--- src/rtl/keypad_pkg.sv ---
// keypad_pkg: shared types and constants for the keypad matrix scanner.
//   scan_state_e : scan FSM states (DRIVE, SAMPLE, EMIT)
//   PRESS_BIT / ROW_LSB / COL_LSB : field positions inside an 8-bit event code
//   clog2        : ceiling log2 for sizing counters and pointers
package keypad_pkg;

  typedef enum logic [1:0] {
    DRIVE  = 2'd0,
    SAMPLE = 2'd1,
    EMIT   = 2'd2
  } scan_state_e;

  localparam int PRESS_BIT = 7;
  localparam int ROW_LSB   = 3;
  localparam int COL_LSB   = 0;

  function automatic int clog2(input int value);
    int res;
    res = 0;
    for (int i = 0; i < 31; i++) begin
      if ((1 << i) < value) begin
        res = i + 1;
      end else begin
        res = res;
      end
    end
    return res;
  endfunction

endpackage

--- src/rtl/keypad_evt_fifo.sv ---
// keypad_evt_fifo: 8-bit synchronous event FIFO for the keypad scanner.
//   HCLK, HRESET : clock and asynchronous active-high reset
//   push, push_data : write request and data; ignored while full
//   pop          : read request; ignored while empty
//   full, empty  : status; fullness is judged on the count before any pop,
//                  so a pop in the same cycle never admits a push into a full FIFO
//   head         : entry at the read pointer
module keypad_evt_fifo
  import keypad_pkg::*;
#(
  parameter int DEPTH = 4
) (
  input  logic       HCLK,
  input  logic       HRESET,
  input  logic       push,
  input  logic [7:0] push_data,
  input  logic       pop,
  output logic       full,
  output logic       empty,
  output logic [7:0] head
);

  localparam int AW = clog2(DEPTH);
  localparam logic [AW:0] FULL_CNT = DEPTH[AW:0];

  logic [DEPTH-1:0][7:0] mem_r;
  logic [AW-1:0]         wr_ptr_r;
  logic [AW-1:0]         rd_ptr_r;
  logic [AW:0]           count_r;
  logic [AW:0]           count_nxt_s;
  logic                  empty_r;
  logic                  do_push_s;
  logic                  do_pop_s;

  assign full  = (count_r == FULL_CNT);
  assign empty = empty_r;
  assign head  = mem_r[rd_ptr_r];

  // Qualify requests against the current occupancy and derive the next count.
  always_comb begin
    do_push_s   = push & ~full;
    do_pop_s    = pop & ~empty_r;
    count_nxt_s = count_r;
    case ({do_push_s, do_pop_s})
      2'b10:   count_nxt_s = count_r + {{AW{1'b0}}, 1'b1};
      2'b01:   count_nxt_s = count_r - {{AW{1'b0}}, 1'b1};
      default: count_nxt_s = count_r;
    endcase
  end

  // Storage, pointers and occupancy; empty is registered so the head flag is a flop.
  always_ff @(posedge HCLK or posedge HRESET) begin
    if (HRESET) begin
      mem_r    <= {(DEPTH*8){1'b0}};
      wr_ptr_r <= {AW{1'b0}};
      rd_ptr_r <= {AW{1'b0}};
      count_r  <= {(AW+1){1'b0}};
      empty_r  <= 1'b1;
    end else begin
      if (do_push_s) begin
        mem_r[wr_ptr_r] <= push_data;
        wr_ptr_r        <= wr_ptr_r + {{(AW-1){1'b0}}, 1'b1};
      end
      if (do_pop_s) begin
        rd_ptr_r <= rd_ptr_r + {{(AW-1){1'b0}}, 1'b1};
      end
      count_r <= count_nxt_s;
      empty_r <= (count_nxt_s == {(AW+1){1'b0}});
    end
  end

endmodule

--- src/rtl/keypad_matrix_scanner.sv ---
// keypad_matrix_scanner: scans a ROWS x COLS key matrix, debounces every key
// across scan frames and queues press/release events for the CPU.
//   HCLK, HRESET : clock and asynchronous active-high reset
//   col          : raw column returns (asynchronous, active-high)
//   row_drive    : one-hot row drive, zero while keys are evaluated
//   evt_valid / evt_ready / evt_code : event FIFO read port
//                  code = {press, 1'b0, row[2:0], col[2:0]}
//   key_irq      : level interrupt, high while the FIFO holds events
//   overflow     : sticky, set when an event is dropped; ovf_clr clears it
// Build option: define KEYPAD_GHOST_REJECT_EN to discard whole frames in
// which more than two keys read as pressed (possible ghosting).
module keypad_matrix_scanner
  import keypad_pkg::*;
#(
  parameter int ROWS           = 4,
  parameter int COLS           = 4,
  parameter int SETTLE_CYC     = 1000,
  parameter int DEBOUNCE_SCANS = 4,
  parameter int FIFO_DEPTH     = 4
) (
  input  logic            HCLK,
  input  logic            HRESET,
  input  logic [COLS-1:0] col,
  output logic [ROWS-1:0] row_drive,
  output logic            evt_valid,
  input  logic            evt_ready,
  output logic [7:0]      evt_code,
  output logic            key_irq,
  output logic            overflow,
  input  logic            ovf_clr
);

  localparam int RW = (ROWS > 1) ? clog2(ROWS) : 1;
  localparam int CW = (COLS > 1) ? clog2(COLS) : 1;
  localparam int SW = clog2(SETTLE_CYC + 1);

  logic [COLS-1:0]                 col_meta_r;
  logic [COLS-1:0]                 col_sync_r;
  scan_state_e                     state_r;
  scan_state_e                     state_nxt_s;
  logic [RW-1:0]                   row_r;
  logic [RW-1:0]                   row_nxt_s;
  logic [SW-1:0]                   settle_r;
  logic [SW-1:0]                   settle_nxt_s;
  logic [RW-1:0]                   key_row_r;
  logic [RW-1:0]                   key_row_nxt_s;
  logic [CW-1:0]                   key_col_r;
  logic [CW-1:0]                   key_col_nxt_s;
  logic [ROWS-1:0]                 row_drive_r;
  logic [ROWS-1:0]                 row_drive_nxt_s;
  logic [ROWS-1:0][COLS-1:0]       snap_r;
  logic [ROWS-1:0][COLS-1:0]       deb_r;
  logic [ROWS-1:0][COLS-1:0][3:0]  cnt_r;
  logic                            ghost_s;
  logic                            snap_bit_s;
  logic                            deb_bit_s;
  logic [3:0]                      cnt_cur_s;
  logic                            differs_s;
  logic                            push_s;
  logic [7:0]                      push_code_s;
  logic                            fifo_full_s;
  logic                            fifo_empty_s;
  logic                            overflow_r;

  // Two-flop synchronizer for the asynchronous column returns.
  always_ff @(posedge HCLK or posedge HRESET) begin
    if (HRESET) begin
      col_meta_r <= {COLS{1'b0}};
      col_sync_r <= {COLS{1'b0}};
    end else begin
      col_meta_r <= col;
      col_sync_r <= col_meta_r;
    end
  end

`ifdef KEYPAD_GHOST_REJECT_EN
  logic [ROWS-1:0][COLS-1:0] frame_s;
  logic [6:0]                pressed_s;

  // Count pressed keys in the snapshot as it will stand once the last row is captured.
  always_comb begin
    frame_s         = snap_r;
    frame_s[ROWS-1] = col_sync_r;
    pressed_s       = 7'd0;
    for (int r = 0; r < ROWS; r++) begin
      for (int c = 0; c < COLS; c++) begin
        pressed_s = pressed_s + {6'd0, frame_s[r][c]};
      end
    end
  end

  assign ghost_s = (pressed_s > 7'd2);
`else
  assign ghost_s = 1'b0;
`endif

  // Scan FSM next state. Leaving reset the settle count starts at 0 so the first
  // row gets a full SETTLE_CYC driven cycles behind the registered row_drive;
  // later rows enter DRIVE with the count preloaded to 1.
  always_comb begin
    state_nxt_s   = state_r;
    row_nxt_s     = row_r;
    settle_nxt_s  = settle_r;
    key_row_nxt_s = key_row_r;
    key_col_nxt_s = key_col_r;
    case (state_r)
      DRIVE: begin
        if (settle_r == SW'(SETTLE_CYC)) begin
          state_nxt_s = SAMPLE;
        end else begin
          settle_nxt_s = settle_r + SW'(1);
        end
      end
      SAMPLE: begin
        settle_nxt_s = SW'(1);
        if (row_r == RW'(ROWS - 1)) begin
          row_nxt_s     = {RW{1'b0}};
          key_row_nxt_s = {RW{1'b0}};
          key_col_nxt_s = {CW{1'b0}};
          if (ghost_s) begin
            state_nxt_s = DRIVE;
          end else begin
            state_nxt_s = EMIT;
          end
        end else begin
          row_nxt_s   = row_r + RW'(1);
          state_nxt_s = DRIVE;
        end
      end
      EMIT: begin
        if (key_col_r == CW'(COLS - 1)) begin
          key_col_nxt_s = {CW{1'b0}};
          if (key_row_r == RW'(ROWS - 1)) begin
            key_row_nxt_s = {RW{1'b0}};
            state_nxt_s   = DRIVE;
          end else begin
            key_row_nxt_s = key_row_r + RW'(1);
          end
        end else begin
          key_col_nxt_s = key_col_r + CW'(1);
        end
      end
      default: begin
        state_nxt_s   = DRIVE;
        row_nxt_s     = {RW{1'b0}};
        settle_nxt_s  = {SW{1'b0}};
        key_row_nxt_s = {RW{1'b0}};
        key_col_nxt_s = {CW{1'b0}};
      end
    endcase
    if (state_nxt_s == EMIT) begin
      row_drive_nxt_s = {ROWS{1'b0}};
    end else begin
      row_drive_nxt_s = ROWS'(1'b1) << row_nxt_s;
    end
  end

  // Scan FSM state, counters and registered row drive.
  always_ff @(posedge HCLK or posedge HRESET) begin
    if (HRESET) begin
      state_r     <= DRIVE;
      row_r       <= {RW{1'b0}};
      settle_r    <= {SW{1'b0}};
      key_row_r   <= {RW{1'b0}};
      key_col_r   <= {CW{1'b0}};
      row_drive_r <= {ROWS{1'b0}};
    end else begin
      state_r     <= state_nxt_s;
      row_r       <= row_nxt_s;
      settle_r    <= settle_nxt_s;
      key_row_r   <= key_row_nxt_s;
      key_col_r   <= key_col_nxt_s;
      row_drive_r <= row_drive_nxt_s;
    end
  end

  // Debounce decision for the key currently walked in EMIT.
  always_comb begin
    snap_bit_s  = snap_r[key_row_r][key_col_r];
    deb_bit_s   = deb_r[key_row_r][key_col_r];
    cnt_cur_s   = cnt_r[key_row_r][key_col_r];
    differs_s   = (snap_bit_s != deb_bit_s);
    push_s      = (state_r == EMIT) && differs_s && (cnt_cur_s == 4'(DEBOUNCE_SCANS - 1));
    push_code_s = 8'd0;
    push_code_s[PRESS_BIT]     = snap_bit_s;
    push_code_s[ROW_LSB +: 3]  = 3'(key_row_r);
    push_code_s[COL_LSB +: 3]  = 3'(key_col_r);
  end

  // Snapshot capture and per-key debounced state / disagreement counters.
  // The state flips on the final disagreeing frame even if the FIFO drops the event.
  always_ff @(posedge HCLK or posedge HRESET) begin
    if (HRESET) begin
      snap_r <= {(ROWS*COLS){1'b0}};
      deb_r  <= {(ROWS*COLS){1'b0}};
      cnt_r  <= {(ROWS*COLS*4){1'b0}};
    end else begin
      if (state_r == SAMPLE) begin
        snap_r[row_r] <= col_sync_r;
      end
      if (state_r == EMIT) begin
        if (push_s) begin
          deb_r[key_row_r][key_col_r] <= ~deb_bit_s;
          cnt_r[key_row_r][key_col_r] <= 4'd0;
        end else if (differs_s) begin
          cnt_r[key_row_r][key_col_r] <= cnt_cur_s + 4'd1;
        end else begin
          cnt_r[key_row_r][key_col_r] <= 4'd0;
        end
      end
    end
  end

  // Sticky overflow; a drop in the same cycle as ovf_clr keeps it set.
  always_ff @(posedge HCLK or posedge HRESET) begin
    if (HRESET) begin
      overflow_r <= 1'b0;
    end else if (push_s && fifo_full_s) begin
      overflow_r <= 1'b1;
    end else if (ovf_clr) begin
      overflow_r <= 1'b0;
    end else begin
      overflow_r <= overflow_r;
    end
  end

  keypad_evt_fifo #(
    .DEPTH (FIFO_DEPTH)
  ) u_evt_fifo (
    .HCLK      (HCLK),
    .HRESET    (HRESET),
    .push      (push_s),
    .push_data (push_code_s),
    .pop       (evt_ready),
    .full      (fifo_full_s),
    .empty     (fifo_empty_s),
    .head      (evt_code)
  );

  assign row_drive = row_drive_r;
  assign evt_valid = ~fifo_empty_s;
  assign key_irq   = ~fifo_empty_s;
  assign overflow  = overflow_r;

endmodule

--- config.mk ---
export PLATFORM = sky130hd
export DESIGN_NAME = keypad_matrix_scanner
export DESIGN_NICKNAME = d
export VERILOG_FILES = /design/src/rtl/keypad_pkg.sv /design/src/rtl/keypad_evt_fifo.sv /design/src/rtl/keypad_matrix_scanner.sv
export SDC_FILE = /design/constraint.sdc
export NUM_CORES = 1
export LEC_CHECK = 0
export ABC_AREA = 1
export CORE_ASPECT_RATIO = 1.4
export CORE_UTILIZATION = 50
export DETAILED_ROUTE_END_ITERATION = 16
export MAX_ROUTING_LAYER = met4
export PLACE_DENSITY_LB_ADDON = 0.25
export SYNTH_ARGS = -nofsm -noshare
export SYNTH_HDL_FRONTEND = slang
export SYNTH_SLANG_ARGS = --single-unit
--- constraint.sdc ---
create_clock -name HCLK -period 5.41 [get_ports HCLK]
set_input_delay 1.3525 -clock HCLK [delete_from_list [all_inputs] [get_ports HCLK]]
set_output_delay 1.3525 -clock HCLK [all_outputs]
set_load 0.02 [all_outputs]
## After elaboration in Yosys (flattened, before gate mapping)

Cells that the tools add are included.

- Output and inout bits: 15
- Flip-flop bits (word level): 167
- Logic and storage cells: 150

- Multiplexer cells: 51
- Bitwise gates (word level): 9
- Equality and inequality tests: 15
- Shift-type cells: 1
- $add $sub $neg: 9
- Order comparisons: 9
- Reductions and logical operators: 15

Operator list:

| operator | number |
|---|---|
| $mux W64 | 2 |
| $and A64 B64 Y64 | 1 |
| $bwmux W64 | 1 |
| $not A64 Y64 | 1 |
| $bmux W16 S2 | 1 |
| $bwmux W16 | 2 |
| $bwmux W32 | 1 |
| $demux W16 S2 | 1 |
| $mux W16 | 2 |
| $pmux W10 S3 | 1 |
| $mux W4 | 7 |
| $bmux W4 S2 | 3 |
| $demux W4 S2 | 3 |
| $mux W2 | 9 |
| $pmux W2 S3 | 3 |
| $bmux W8 S2 | 1 |
| $demux W8 S2 | 1 |
| $mux W8 | 2 |
| $lt A2 B3 Y1 const B | 5 |
| $eq A2 B2 Y1 const B | 6 |
| $add A10 B1 Y10 const B | 1 |
| $add A2 B1 Y2 const B | 5 |
| $eq A10 B10 Y1 const B | 1 |
| $mux W10 | 1 |
| 24 further kinds | 48 |

## Depth between registers and ports, before layout

- Depth in word-level cells: 11
- Depth in mapped cells: 25
- Mapped depth without buffers: 22

## Modules after synthesis

A second synthesis with hierarchy kept.

- Cell total of the unflattened synthesis: 1,069
- Area total of the unflattened synthesis: 8,471.9 um^2

By module, submodules not included:

| module | seq. area each (um^2) | area each (um^2) | times used | cells each |
|---|---|---|---|---|
| keypad_matrix_scanner | 3,178.0 | 6,427.4 | 1 | 831 |
| keypad_evt_fifo | 1,002.2 | 2,044.5 | 1 | 238 |

## Least setup slack after synthesis

No wires, ideal clock.

- Path kind: reg2reg
- From: reg key_row_r[0]
- To: reg u_evt_fifo.empty_r (netlist: u_evt_fifo.empty)
- Required time: 5,328 ps
- Path buffers: 4
- Setup time: 82 ps
- Stages on the path, launching flop included: 24
- Data arrival time: 3,098 ps
- Setup slack: 2,231 ps
- Path through: dfrtp_1 -> buf_6 -> buf_6 -> buf_6 -> buf_6 -> o21ai_1 -> nand3_1 -> nand3_1 -> nand2_2 -> ha_1 -> inv_1 -> nor2_1 -> nand3_2 -> inv_2 -> nand2_8 -> nor2_8 -> nand2_1 -> ha_1 -> inv_1 -> fa_1 -> a21oi_1 -> o21ai_0 -> xnor2_1 -> nor3_1

- Longest elaborated chain between the ends: 11

Ends and longest elaborated chain:

| element | line | RTL |
|---|---|---|
| start, declared | keypad_matrix_scanner.sv:45 | `logic [RW-1:0] key_row_r;` |
| start signal, assigned | keypad_matrix_scanner.sv:164 | `key_row_r <= {RW{1'b0}};` |
| start signal, assigned | keypad_matrix_scanner.sv:171 | `key_row_r <= key_row_nxt_s;` |
| $bmux W4 S2, on equally long branches | keypad_matrix_scanner.sv:179, keypad_matrix_scanner.sv:180 |  |
| $mux W4, on equally long branches | keypad_matrix_scanner.sv:179, keypad_matrix_scanner.sv:180 |  |
| $bmux W1 S2, on equally long branches | keypad_matrix_scanner.sv:179, keypad_matrix_scanner.sv:180 |  |
| $mux W1, on equally long branches | keypad_matrix_scanner.sv:179, keypad_matrix_scanner.sv:180 |  |
| $ne A1 B1 Y1 | keypad_matrix_scanner.sv:182 | `differs_s = (snap_bit_s != deb_bit_s);` |
| $logic_and A1 B1 Y1 | keypad_matrix_scanner.sv:183 | `push_s = (state_r == EMIT) && differs_s && (cnt_cur_s == 4'(DEBOUNCE_SCANS - 1));` |
| $logic_and A1 B1 Y1 (*) | keypad_matrix_scanner.sv:183 |  |
| $and A1 B1 Y1 (*) | keypad_evt_fifo.sv:41 | `do_push_s = push & ~full;` |
| $eq A2 B1 Y1 or $eq A2 B2 Y1 (tied branches) | keypad_evt_fifo.sv:44 | `case ({do_push_s, do_pop_s})` |
| $pmux W3 S2 (*) | keypad_evt_fifo.sv:44 |  |
| net u_evt_fifo.count_nxt_s[2] | keypad_evt_fifo.sv:30 | `logic [AW:0] count_nxt_s;` |
| $logic_not A3 Y1 (*) | keypad_evt_fifo.sv:68 | `empty_r <= (count_nxt_s == {(AW+1){1'b0}});` |
| end signal, assigned | keypad_evt_fifo.sv:68 |  |
| end, declared | keypad_evt_fifo.sv:31 | `logic empty_r;` |

The timed path passes the listed nets; every way through them passes the cells marked *. The select of a mux whose other input is x is not followed.
A chain may end at the register's enable or synchronous reset.

## Final worst setup path

Ends and elaborated chain as after synthesis.

==> impl_results.md <==
* # clock sinks at 155
* Core ar. at roughly 0.016 sq mm
* CP max stage cell: dfrtp_2
* Setup Total Neg Slack at 0 ps
* Yosys warns at 0
* RSZ-0062 raised after global routing: false
* ANT cells at 0
* Cts bufs inserted at 17
* Post-Synth Adder-Cell Area at 3.42%
* First-pass GRT wire length at 29700 microns
* Largest fanout on the critical path at 39
* Worst-margin pin slew at 959 ps
* Cells after Synth at between 900 and 1000
* Largest net degree at the start of global routing at 156
* Status: completed
* Nets at between 900 and 1000
* Initial Util at 50.9%
* Post-CTS Setup Bufs at 0
* Synthesized area at 0.00791 sq mm
* Wire per inst at 15.3 microns
* Skew final at 8.78 ps
* Rel. slew slack at between 30% and 40%
* Power Density at 307 mW/mm^2
* Worst-case clock buffer depth at 2
* Worst-path clk slew at about 70 ps
* Most used flip-flop cell after synthesis: dfrtp_1
* Max-Cap Viols at 0
* Post-route ant nets at 0
* Drt pass-1 iters at 5
* GRT Resource Usage Total at roughly a quarter
* H-tree levels at 4
* Die Ht at 151 microns
* Critical setup path kind: flip-flop to flip-flop
* Die ar. at 0.0163 sq mm
* Largest stage delay on the critical path at 610 ps
* Post-route clock period utilization at 77.3%
* Final min period at 4180 ps
* GRT overflow at 0
* P_leak at approximately 4 nW
* Critical path's top delay family: simple AND/OR/NAND/NOR gates
* Buffers and inverters on the worst path at 4
* Req. time, crit path at 5770 ps
* Share of cells above drive strength 1 at 8.59%
* Cell Rows at 54
* VDD IR-drop max at 0.000240 V
* Hold Buf Count CTS at 0
* Die Wd at 108 microns
* Maximum clock frequency at 0.239 GHz
* XOR/XNOR Fraction of Synth Area at 0.870%
* Via count at 6212
* CP Capture Type: flip-flop
* Synth Area in Compound Gates at about an eighth
* CTS resizes at 0
* Dpl cells at 1130
* PortBufs at 19
* Clock Tree Root: clkbuf_16
* CTS tree: done
* Max-slew violations at 0
* Worst-path cell chain: inv_2 > o21ai_0 > o211ai_1 > nand3_1 > nand2_2 > ha_1 > inv_1 > nor2_1 > nand3_2 > inv_2 > nand2_8 > nor2_8 > nand2_1 > ha_1 > inv_1 > fa_1 > o21ai_0 > nor3_1
* Sequential-to-total area share from yosys stat at about half
* Vias in the first global route at roughly 6100
* Total Wirelength at about 18000 microns
* Critical Path AT at between 4000 and 5000 ps
* Simple-gate area share of the yosys netlist at between 20 and 30%
* DRT iter0 DRCs at 381
* Post-synth EDFFs at 0
* Initial antenna violation count at 0
* Top-Level Pins at 23
* Non-filler instance count after layout at 1162
* DRC errors left at 0
* Via-per-instance ratio at 5.35
* Clock latency on the worst-skew pair at roughly 430 ps
* Distinct cells, synth at 37
* Critical Path Source Type: flip-flop
* Mux cell area share after synthesis at 0%
* Yosys reg bits at 155
* HPWL after DPL at roughly 12000 microns
* Final Hold Viols at 0
* Avg Cell Area, Syn at 8.30 sq um
* GP Congestion at ~0.87
* Async S/R FF share, synth at 100%
* P&R area growth vs syn at 9.54%
* Final setup fails at 0
* Hold crit path type: flip-flop to flip-flop
* Main combinational cell family by area after synthesis: simple AND/OR/NAND/NOR gates
## worst reg2reg max path: stages, from the launching register on
cell,delay (ps)
dfrtp_2,610
inv_2,600
o21ai_0,180
o211ai_1,190
nand3_1,110
nand2_2,130
ha_1,150
inv_1,70
nor2_1,130
nand3_2,130
inv_2,120
nand2_8,150
nor2_8,310
nand2_1,150
ha_1,230
inv_1,100
fa_1,420
o21ai_0,240
nor3_1,100
## sequential cells by signal, summed over array words and instances (netlist names)
signal,count
cnt_r,64
col_meta_r,4
col_sync_r,4
deb_r,16
key_col_r,2
key_row_r,2
overflow,1
row_drive,4
row_r,2
settle_r,10
snap_r,16
state_r,2
u_evt_fifo.count_r,3
u_evt_fifo.empty,1
u_evt_fifo.mem_r,20
u_evt_fifo.rd_ptr_r,2
u_evt_fifo.wr_ptr_r,2
## synth_stat cells (7+ instances only)
library cell,instances,area share (%)
nand2_2,7,0.55
buf_2,12,0.76
nand3_2,7,0.89
inv_1,102,4.8
buf_6,13,1.9
o211ai_1,12,1.1
nand3_1,72,4.6
o21ai_1,39,2.5
o22ai_1,30,2.4
nor2_1,76,3.6
a21oi_1,8,0.51
nand2_1,245,12
nand4_1,29,2.3
dfrtp_1,154,49
o21ai_0,54,3.4
nor3_1,11,0.70
ha_1,20,3.2
o21ai_2,19,2.1
buf_4,10,0.95
clkbuf_1,7,0.33
## metal layers
metal / share of wire (%) / up-vias / global-route usage [%]
met1: 43 / 2961 / 29.3
li1: - / 3120 / -
met3: 2.5 / 30 / 3.87
met2: 52 / 101 / 41.3
met4: 2.3 / 0 / 10.2
met5: 0 / - / -
## kinds of logic after synthesis
logic type,count (synthesis)
AOI/OAI and AO/OA,165
DFF,155
other,1
adders and majority gates,21
and+or+nand+nor,451
buffers and inverters,153
xor gates and xnor gates,7
## metrics by stage
step	hold WS [ps]	power [W]	cell area, sq um	setup WS (ps)	util [%]
3_5_place_dp	335	0.00151	8080	1210	52.0
6_report	350	0.00266	8660	1230	55.7
4_1_cts	351	0.00269	8660	1220	55.7
2_1_floorplan	331	0.00142	7920	2100	-
3_3_place_gp	332	0.00151	8080	1380	52.0
5_1_grt	356	0.00276	8660	778	55.7
## cells in the final DEF (no fill, tap or decap), types with 5 or more instances in the layout
master             n
nand2_1          245
dfrtp_1          153
inv_1            101
nor2_1            76
nand3_1           72
o21ai_0           54
o21ai_1           39
o22ai_1           30
nand4_1           29
ha_1              20
o21ai_2           19
clkdlybuf4s50_1   19
clkbuf_16         17
o211ai_1          12
nor3_1            11
a21oi_1            8
nand2_2            7
nand3_2            7
inv_6              6
inv_2              5
## cell type report
| class | instances | area, sq um |
|---|---|---|
| clock buffers | 17 | 425 |
| clock inverters | 15 | 154 |
| fillers | 1442 | 6880 |
| inverters | 109 | 415 |
| multi-input cells | 647 | 3310 |
| flip-flops and latches | 155 | 3880 |
| well taps | 196 | 245 |
| repair buffers | 23 | 233 |
## power by group
part	leakage, nW	switching [W]	internal (W)
sequential	2.11	0.0000279	0.00119
combinational	1.55	0.000169	0.000104
clock	0.281	0.000526	0.000651
## worst paths after layout
| kind | cells after the start | slack [ps] | end | startpoint |
|---|---|---|---|---|
| hold reg to reg | 0 | 350 | col_sync_r[1] | col_meta_r[1] |
| setup reg to reg | 18 | 1230 | u_evt_fifo.empty | key_row_r[0] |
| min in group asynchronous | 3 | 1470 | u_evt_fifo.count_r[2] | HRESET |
| setup / recovery | 18 | 1230 | u_evt_fifo.empty | key_row_r[0] |
| max in group asynchronous | 3 | 3280 | cnt_r[14] | HRESET |
| hold / removal | 0 | 350 | col_sync_r[1] | col_meta_r[1] |
No activity file was read; power rests on OpenSTA's default activity.
